$ cat src/rtl/uart_rx.sv
// uart_rx: UART receiver, 8N1 (8E1 when UART_RX_PARITY_EN is defined), LSB first.
// The rx line passes through a synchroniser. A start bit is qualified at mid-bit.
// Each later bit is sampled one bit period after the previous sample, which is mid-bit.
//
// Optional feature macro: UART_RX_PARITY_EN (even parity bit between data and stop).
//
// Ports:
//   clk        in   system clock
//   reset_n    in   synchronous reset, active low
//   rx         in   serial input, idle high, asynchronous to clk
//   rx_data    out  last good received byte, held until the next good frame
//   rx_valid   out  one-cycle strobe, rx_data updated
//   rx_busy    out  high from detected start edge until the frame ends
//   frame_err  out  one-cycle strobe, stop bit sampled low
//   parity_err out  one-cycle strobe, parity mismatch (constant 0 without the macro)
//
// CLKS_PER_BIT must be >= 4 and SYNC_STAGES must be >= 2.
module uart_rx #(
   parameter int unsigned CLKS_PER_BIT = 434,
   parameter int unsigned SYNC_STAGES  = 2
) (
   input  logic       clk,
   input  logic       reset_n,
   input  logic       rx,
   output logic [7:0] rx_data,
   output logic       rx_valid,
   output logic       rx_busy,
   output logic       frame_err,
   output logic       parity_err
);

   localparam int unsigned CNT_W = $clog2(CLKS_PER_BIT);
   localparam logic [CNT_W-1:0] CNT_LAST = CNT_W'(CLKS_PER_BIT - 1);
   localparam logic [CNT_W-1:0] CNT_HALF = CNT_W'(CLKS_PER_BIT / 2 - 1);

`ifdef UART_RX_PARITY_EN
   typedef enum logic [2:0] {
      IDLE    = 3'd0,
      START   = 3'd1,
      DATA    = 3'd2,
      PARITY  = 3'd3,
      STOP    = 3'd4,
      CLEANUP = 3'd5
   } state_t;
`else
   typedef enum logic [2:0] {
      IDLE    = 3'd0,
      START   = 3'd1,
      DATA    = 3'd2,
      STOP    = 3'd4,
      CLEANUP = 3'd5
   } state_t;
`endif

   logic [SYNC_STAGES-1:0] sync;
   logic                   rx_s;
   logic                   rx_prev;

   state_t           state,     state_nxt;
   logic [CNT_W-1:0] cnt,       cnt_nxt;
   logic [2:0]       idx,       idx_nxt;
   logic [7:0]       shift,     shift_nxt;
   logic [7:0]       data_nxt;
   logic             valid_nxt;
   logic             busy_nxt;
   logic             ferr_nxt;
   logic             wrap;

`ifdef UART_RX_PARITY_EN
   logic             par_bad,   par_bad_nxt;
   logic             perr_nxt;
   logic             perr_q;
`endif

   assign rx_s = sync[SYNC_STAGES-1];
   assign wrap = (cnt == CNT_LAST);

   // Input synchroniser and previous-sample register for edge detection
   always_ff @(posedge clk) begin
      if (!reset_n) begin
         sync    <= {SYNC_STAGES{1'b1}};
         rx_prev <= 1'b1;
      end else begin
         sync    <= {sync[SYNC_STAGES-2:0], rx};
         rx_prev <= rx_s;
      end
   end

   // State and datapath registers
   always_ff @(posedge clk) begin
      if (!reset_n) begin
         state     <= IDLE;
         cnt       <= '0;
         idx       <= '0;
         shift     <= '0;
         rx_data   <= 8'h00;
         rx_valid  <= 1'b0;
         rx_busy   <= 1'b0;
         frame_err <= 1'b0;
      end else begin
         state     <= state_nxt;
         cnt       <= cnt_nxt;
         idx       <= idx_nxt;
         shift     <= shift_nxt;
         rx_data   <= data_nxt;
         rx_valid  <= valid_nxt;
         rx_busy   <= busy_nxt;
         frame_err <= ferr_nxt;
      end
   end

`ifdef UART_RX_PARITY_EN
   // Parity status and strobe registers
   always_ff @(posedge clk) begin
      if (!reset_n) begin
         par_bad <= 1'b0;
         perr_q  <= 1'b0;
      end else begin
         par_bad <= par_bad_nxt;
         perr_q  <= perr_nxt;
      end
   end
   assign parity_err = perr_q;
`else
   assign parity_err = 1'b0;
`endif

   // Next-state, datapath and strobe logic
   always_comb begin
      state_nxt = state;
      idx_nxt   = idx;
      shift_nxt = shift;
      data_nxt  = rx_data;
      valid_nxt = 1'b0;
      ferr_nxt  = 1'b0;
`ifdef UART_RX_PARITY_EN
      par_bad_nxt = par_bad;
      perr_nxt    = 1'b0;
`endif

      case (state)
         IDLE: begin
            idx_nxt = '0;
            if (!rx_s && rx_prev) state_nxt = START;
         end
         START: begin
`ifdef UART_RX_PARITY_EN
            par_bad_nxt = 1'b0;
`endif
            // Line back high at mid start bit is a glitch, not a frame
            if (cnt == CNT_HALF) state_nxt = rx_s ? IDLE : DATA;
         end
         DATA: begin
            if (wrap) begin
               shift_nxt = {rx_s, shift[7:1]};
               if (idx == 3'd7) begin
`ifdef UART_RX_PARITY_EN
                  state_nxt = PARITY;
`else
                  state_nxt = STOP;
`endif
               end else begin
                  idx_nxt = idx + 3'd1;
               end
            end
         end
`ifdef UART_RX_PARITY_EN
         PARITY: begin
            if (wrap) begin
               par_bad_nxt = rx_s ^ (^shift);
               state_nxt   = STOP;
            end
         end
`endif
         STOP: begin
            if (wrap) begin
               state_nxt = CLEANUP;
               if (!rx_s) begin
                  ferr_nxt = 1'b1;
`ifdef UART_RX_PARITY_EN
               end else if (par_bad) begin
                  perr_nxt = 1'b1;
`endif
               end else begin
                  data_nxt  = shift;
                  valid_nxt = 1'b1;
               end
            end
         end
         CLEANUP: begin
            // Holds while the line is low (break or stuck-low line)
            if (rx_s) state_nxt = IDLE;
         end
         default: state_nxt = IDLE;
      endcase

      if ((state_nxt != state) || wrap) cnt_nxt = '0;
      else                              cnt_nxt = cnt + CNT_W'(1);

      busy_nxt = (state_nxt == START) || (state_nxt == DATA) || (state_nxt == STOP);
`ifdef UART_RX_PARITY_EN
      if (state_nxt == PARITY) busy_nxt = 1'b1;
`endif
   end

endmodule

$ cat config.mk
export PLATFORM = sky130hd
export DESIGN_NAME = uart_rx
export DESIGN_NICKNAME = d
export VERILOG_FILES = /design/src/rtl/uart_rx.sv
export SDC_FILE = /design/constraint.sdc
export NUM_CORES = 1
export LEC_CHECK = 0
export BUFFER_PORTS_ARGS = -buffer_cell sky130_fd_sc_hd__buf_2
export CORE_UTILIZATION = 54
export CTS_BUF_LIST = sky130_fd_sc_hd__clkbuf_4
export DETAILED_ROUTE_END_ITERATION = 10
export HOLD_SLACK_MARGIN = 0.08
export PLACE_DENSITY = 0.77
export SLEW_MARGIN = 20
export SYNTH_ARGS = -nofsm -noshare
export SYNTH_HDL_FRONTEND = slang
export SYNTH_SLANG_ARGS = --single-unit
$ cat constraint.sdc
create_clock -name clk -period 1.7 [get_ports clk]
set_clock_uncertainty 0.1 [all_clocks]
set_input_delay 0.17 -clock clk [delete_from_list [all_inputs] [get_ports clk]]
set_output_delay 0.17 -clock clk [all_outputs]
set_load 0.01 [all_outputs]
# Word level (Yosys, flattened, before mapping)
# Cells that the tools add are included.
[op_classes]
add_sub_neg = 2
eq_ne = 13
mux = 13
bitwise = 1
reduce_logical = 12
[op_table]
columns = ["cell", "n"]
rows = [
  ["$mux 3", 8],
  ["$pmux 3 s5", 1],
  ["$eq 3x3->1 const B", 4],
  ["$add 9x1->9 const B", 1],
  ["$eq 9x8->1 const B", 1],
  ["$eq 9x9->1 const B", 1],
  ["$reduce_and 3->1", 3],
  ["$eq 3x1->1 const B", 2],
  ["$eq 3x2->1 const B", 2],
  ["$pmux 3 s2", 1],
  ["$ne 2x2->1 const B", 2],
  ["$add 3x1->3 const B", 1],
  ["$logic_not 3->1", 1],
  ["$logic_or 1x1->1", 3],
  ["$ne 3x3->1", 1],
  ["$mux 1", 2],
  ["$mux 2", 1],
  ["$reduce_and 2->1", 1],
  ["$reduce_bool 2->1", 1],
  ["$reduce_or 2->1", 1],
  ["$logic_and 1x1->1", 1],
  ["$logic_not 1->1", 1],
  ["$not 1->1", 1],
]
[totals]
regBits = 37
output_inout_bits = 12

# Logic depth before layout (Yosys ltp)
[depth]
word_depth = 7
mapped_depth = 8

# Worst setup path after synthesis
# No wires, ideal clock.
[synth_path]
kind = "flip-flop to flip-flop"
from = "register cnt[1]"
to = "register rx_busy"
setup_ps = 71
t_arrival_ps = 1504
required_time_ps = 1529
slack_ps = 25
path_stages_with_launch = 8
path_buffers = 0
cell_sequence = "dfxtp_1 -> inv_1 -> ha_1 -> and4bb_1 -> nand3_1 -> o311ai_4 -> or3_1 -> a21oi_1"
[synth_via]
elab_chain_len = 6
[synth_rtl]
columns = ["item", "line", "rtl"]
rows = [
  ["start, declared", "60", "logic [CNT_W-1:0] cnt, cnt_nxt;"],
  ["start signal, assigned", "102", "cnt <= cnt_nxt;"],
  ["$eq 9x9->1 / $eq 9x8->1 (equally long branches)", "76, 151", ""],
  ["$mux 3, on equally long branches", "176, 151, 154", ""],
  ["$pmux 3 s5 (*)", "141", "case (state)"],
  ["$eq 3x1->1 / $eq 3x2->1 (equally long branches)", "200", "busy_nxt = (state_nxt == START) || (state_nxt == DATA) || (state_nxt == STOP);"],
  ["$logic_or 1x1->1", "200", ""],
  ["$logic_or 1x1->1 (*)", "200", ""],
  ["end signal, assigned", "107", "rx_busy <= busy_nxt;"],
  ["end, declared", "27", "output logic rx_busy,"],
]
# Every way passes the cells marked *; elsewhere a longest branch is shown, timed or not.
# A chain may end at the register's enable or synchronous reset.

# Worst setup path after layout
[layout_path]
from = "register cnt[1]"
to = "register cnt[7]"
[layout_via]
elab_chain_len = 6
[layout_rtl]
columns = ["item", "line", "rtl"]
rows = [
  ["$eq 9x9->1 / $eq 9x8->1 (equally long branches)", "76, 151", ""],
  ["$mux 3, on equally long branches", "176, 151, 154", ""],
  ["$pmux 3 s5", "141", ""],
  ["$ne 3x3->1", "197", "if ((state_nxt != state) || wrap) cnt_nxt = '0;"],
  ["$logic_or 1x1->1", "197", ""],
  ["$reduce_or 2->1 (no source line)", "--", ""],
]
# Several ways; a longest one is shown, not always the timed one.

==> flow_metrics.py <==
metrics = {
    "power_and_ir_drop": {
        "p_total_mw": 1.52,
        "ir_drop_v": 0.000578,
        "total_leakage_power_nw": 0.984,
        "power_density_over_the_cells_mw_per_mm2": 728,
    },
    "die": {
        "floorplan.rows": 19,
        "io_pins": 15,
        "die_x_microns": 56.8,
        "design.die.area_sq_mm": 0.00322,
        "die_h_microns": 56.8,
        "starting_utilization_of_the_core_area_pct": 57.7,
        "placeable_core_area_sq_mm": 0.00281,
    },
    "worst_setup_path": {
        "worstSetupEndpointType": "flip-flop",
        "register_to_register_path_setup_slack_ns": -0.04,
        "cp-start-kind": "flip-flop",
        "crit_type": "flip-flop to flip-flop",
        "worstPathMaxFanout": 5,
        "cp_cell_sequence": "inv_4 > ha_4 > and4bb_1 > nand3_2 > o311ai_4 > buf_6 > xor2_4 > nor2_1",
        "critPathSlowestCell": "sky130_fd_sc_hd__dfxtp_2",
        "worst_path_dominant_cell_family": "simple AND/OR/NAND/NOR gates",
        "slowest_delay_ns": 0.35,
        "cp_num_buf_inv": 2,
        "crit_arrival_ns": 1.87,
        "required_ns": 1.83,
    },
    "logic_synthesis": {
        "synth-seq-area-share_pct": 45.7,
        "netlist-cell-type-count": 38,
        "post_synth_instance_area_sq_mm": 0.00162,
        "yosysWarnings": 0,
        "ys_ff_latch": 37,
        "synthesis.area_per_instance_sq_um": 9.64,
        "postSynthCellCount": 168,
        "syn_nets": 176,
    },
    "sta": {
        "period_minus_slack_ns": 1.74,
        "clock.fmax_mhz": 574,
        "total_neg_setup_slack_ns": -0.202,
        "hold_violations": 0,
        "unrepaired_setup_endpoints_after_global_routing": "yes",
        "timing.hold.ws_ns": 0.164,
        "postLayoutSetupSlackWorst_ns": -0.0423,
        "fin_crit_sh_pct": 102,
        "timing.slew.headroom_pct": 56.6,
        "tightestPinTransition_ns": 0.651,
        "final-setup-viol-count": 6,
        "timing.final.max_slew_violations": 0,
    },
    "grt": {
        "grt_antenna_before_repair": 0,
        "grt-ovfl-total": 0,
        "grt_start_max_net_pins": 23,
        "first_pass_grt_wire_length_mm": 5.45,
        "groute.usage.overall_pct": 22.6,
        "via_count_of_the_first_global_routing_pass": 1302,
    },
    "outcome": {
        "violations_in_the_final_reports": "design-rule violations, negative setup slack",
        "outcome": "finished, violations left",
    },
    "finish": {
        "count_of_filler_cells_inserted_in_the_layout": 192,
        "final-seq-area_sq_um": 753,
        "layout-drive-gt1-share_pct": 35.1,
        "nets": 215,
        "area_taken_by_multi_input_logic_gates_sq_um": 962,
        "finalCoreUtilization_pct": 74.5,
        "flow.area_growth_from_synthesis_pct": 29.1,
        "number_of_inserted_diodes": 0,
    },
    "clocking": {
        "htree_levels": 2,
        "max-clock-path-buffers": 2,
        "cts_root_buffer": "sky130_fd_sc_hd__clkbuf_4",
        "cts.reportedPaths.clkPinSlew_ns": 0.10,
        "tritoncts": "yes",
        "cts_num_sinks": 37,
        "cts-buffers-inserted": 5,
        "clock_insertion_delay_worst_skew_ns": 0.35,
    },
    "placement": {
        "gp_congestion": 0.875,
        "portBuffers": 13,
        "detailed_placement_hpwl_mm": 2.29,
        "place_worst_setup_slack_ns": -0.0773,
    },
    "drt": {
        "ant_nets": 0,
        "first_drt_iteration_drcs": 24,
        "detailroute.via_count": 1308,
        "totalWireLength_mm": 3.63,
        "first_pass_iters": 7,
        "detail_route.drc_violations": 2,
        "vias_per_cell": 5.47,
        "detail_route.wl_per_cell_microns": 15.2,
    },
    "job": {
        "max_cap_violation_count": 0,
    },
    "hold_path": {
        "holdCritPathClass": "primary input to flip-flop",
    },
}
-- Yosys cell counts --
| master | instances | area share, % |
|---|---|---|
| sky130_fd_sc_hd__a21oi_1 | 5 | 1.5 |
| sky130_fd_sc_hd__inv_1 | 3 | 0.70 |
| sky130_fd_sc_hd__nand4b_1 | 2 | 1.1 |
| sky130_fd_sc_hd__clkbuf_1 | 2 | 0.46 |
| sky130_fd_sc_hd__nand4_1 | 3 | 1.2 |
| sky130_fd_sc_hd__nor3_1 | 1 | 0.31 |
| sky130_fd_sc_hd__and4_1 | 1 | 0.54 |
| sky130_fd_sc_hd__xor2_1 | 4 | 2.2 |
| sky130_fd_sc_hd__o311ai_4 | 1 | 1.6 |
| sky130_fd_sc_hd__or4b_1 | 1 | 0.62 |
| sky130_fd_sc_hd__conb_1 | 1 | 0.23 |
| sky130_fd_sc_hd__buf_4 | 1 | 0.46 |
| sky130_fd_sc_hd__a31oi_1 | 1 | 0.39 |
| sky130_fd_sc_hd__nand4bb_1 | 1 | 0.70 |
| sky130_fd_sc_hd__dfxtp_1 | 37 | 46 |
| sky130_fd_sc_hd__nand2b_1 | 4 | 1.5 |
| sky130_fd_sc_hd__o31ai_1 | 1 | 0.46 |
| sky130_fd_sc_hd__nor2_2 | 1 | 0.39 |
| sky130_fd_sc_hd__and2_1 | 3 | 1.2 |
| sky130_fd_sc_hd__xor2_2 | 1 | 1.0 |
| sky130_fd_sc_hd__nand3_1 | 5 | 1.5 |
| sky130_fd_sc_hd__buf_2 | 3 | 0.93 |
| sky130_fd_sc_hd__nand4bb_4 | 1 | 1.7 |
| sky130_fd_sc_hd__nor3_2 | 2 | 1.2 |
| sky130_fd_sc_hd__or3_1 | 1 | 0.39 |
| sky130_fd_sc_hd__xnor2_1 | 3 | 1.6 |
| sky130_fd_sc_hd__nor2b_1 | 1 | 0.39 |
| sky130_fd_sc_hd__o21ai_0 | 2 | 0.62 |
| sky130_fd_sc_hd__a21o_1 | 1 | 0.46 |
| sky130_fd_sc_hd__and4b_1 | 1 | 0.62 |
| sky130_fd_sc_hd__mux2i_1 | 17 | 11 |
| sky130_fd_sc_hd__ha_1 | 5 | 3.9 |
| sky130_fd_sc_hd__o21ai_2 | 1 | 0.54 |
| sky130_fd_sc_hd__nor2_1 | 30 | 7.0 |
| sky130_fd_sc_hd__and2_2 | 1 | 0.46 |
| sky130_fd_sc_hd__nor3b_1 | 3 | 1.4 |
| sky130_fd_sc_hd__nand2_1 | 16 | 3.7 |
| sky130_fd_sc_hd__and4bb_1 | 1 | 0.77 |
-- cell families (layout without fill, tap and decap cells) --
| group | Yosys count | in the layout | synth area share [%] |
|---|---|---|---|
| AO/OA/AOI/OAI | 12 | 12 | 5.64 |
| multiplexers | 17 | 17 | 10.5 |
| XOR/XNOR | 8 | 9 | 4.79 |
| adder cells (fa/ha/maj) | 5 | 5 | 3.86 |
| other | 1 | 1 | 0.232 |
| AND/OR/NAND/NOR | 79 | 79 | 26.7 |
| flip-flops | 37 | 37 | 45.7 |
| buffers and inverters | 9 | 48 | 2.55 |
-- sequential cells by signal (all words and copies together) (netlist names) --
signal / cells
idx: 3
rx_valid: 1
frame_err: 1
rx_prev: 1
cnt: 9
state: 3
rx_data: 8
sync: 2
shift: 8
rx_busy: 1
-- where the power goes --
part | switching (mW) | internal (mW) | leakage [nW]
combinational | 0.0791 | 0.0680 | 0.645
clock | 0.267 | 0.213 | 0.0368
sequential | 0.0138 | 0.881 | 0.303
total | 0.360 | 1.16 | 0.984
-- layout make-up --
type	count	area share (%)
multi-input cells	123	46.0
clock buffers	8	2.87
well taps	31	1.86
repair buffers	37	12.4
inverters	3	0.778
flip-flops and latches	37	36.0
-- cell usage in the layout, fill, tap and decap left out, types with 4 or more instances in the layout --
master,instances
sky130_fd_sc_hd__buf_4,19
sky130_fd_sc_hd__nand2b_1,4
sky130_fd_sc_hd__mux2i_1,17
sky130_fd_sc_hd__nand2_1,16
sky130_fd_sc_hd__buf_2,13
sky130_fd_sc_hd__clkbuf_4,8
sky130_fd_sc_hd__dfxtp_2,7
sky130_fd_sc_hd__a21oi_1,4
sky130_fd_sc_hd__nor2_1,29
sky130_fd_sc_hd__dfxtp_1,29
sky130_fd_sc_hd__xor2_1,4
-- tightest hold or removal path: cells and delay by family --
family	cells	cell delay, ns
buffers and inverters	1	0.13
and+or+nand+nor	4	0.29
-- worst paths after layout --
| path | startpoint | depth (start not counted) | to |
|---|---|---|---|
| worst max register to register | cnt[1]$_SDFF_PP0_ | 8 | cnt[7]$_SDFF_PP0_ |
| worst min register to register | sync[0]$_SDFF_PN1_ | 1 | sync[1]$_SDFF_PN1_ |
| worst min-delay path | reset_n | 5 | cnt[2]$_SDFF_PP0_ |
| worst max-delay path | cnt[1]$_SDFF_PP0_ | 8 | cnt[7]$_SDFF_PP0_ |
-- metrics by stage --
step,instances,cell area (sq um)
global route,239,2090
detailed placement,225,1840
CTS,236,1970
global placement,225,1840
finish,239,2090
floorplan,168,1620
-- what timing repair did --
| item | 4_1_cts | 5_1_grt |
|---|---|---|
| buffers inserted | 1 | 2 |
| hold endpoints to repair | 6 | 0 |
| pin swaps | 6 | 11 |
| resized for setup | 11 | 22 |
| gates cloned | 0 | 1 |
| setup endpoints to repair | 20 | 28 |
| hold buffers | 3 | 0 |
-- metal layers --
| layer | up-vias | part of all wire [%] | global-route usage, % | wire length, microns |
|---|---|---|---|---|
| met3 | 18 | 3.2 | 5.53 | 115 |
| met5 | - | 0 | 0 | 0 |
| met1 | 609 | 43 | 26.4 | 1580 |
| li1 | 650 | - | - | - |
| met4 | 0 | 4.9 | 19.5 | 178 |
| met2 | 31 | 49 | 34.5 | 1770 |
Note: power is estimated with default switching activity, not from simulation.
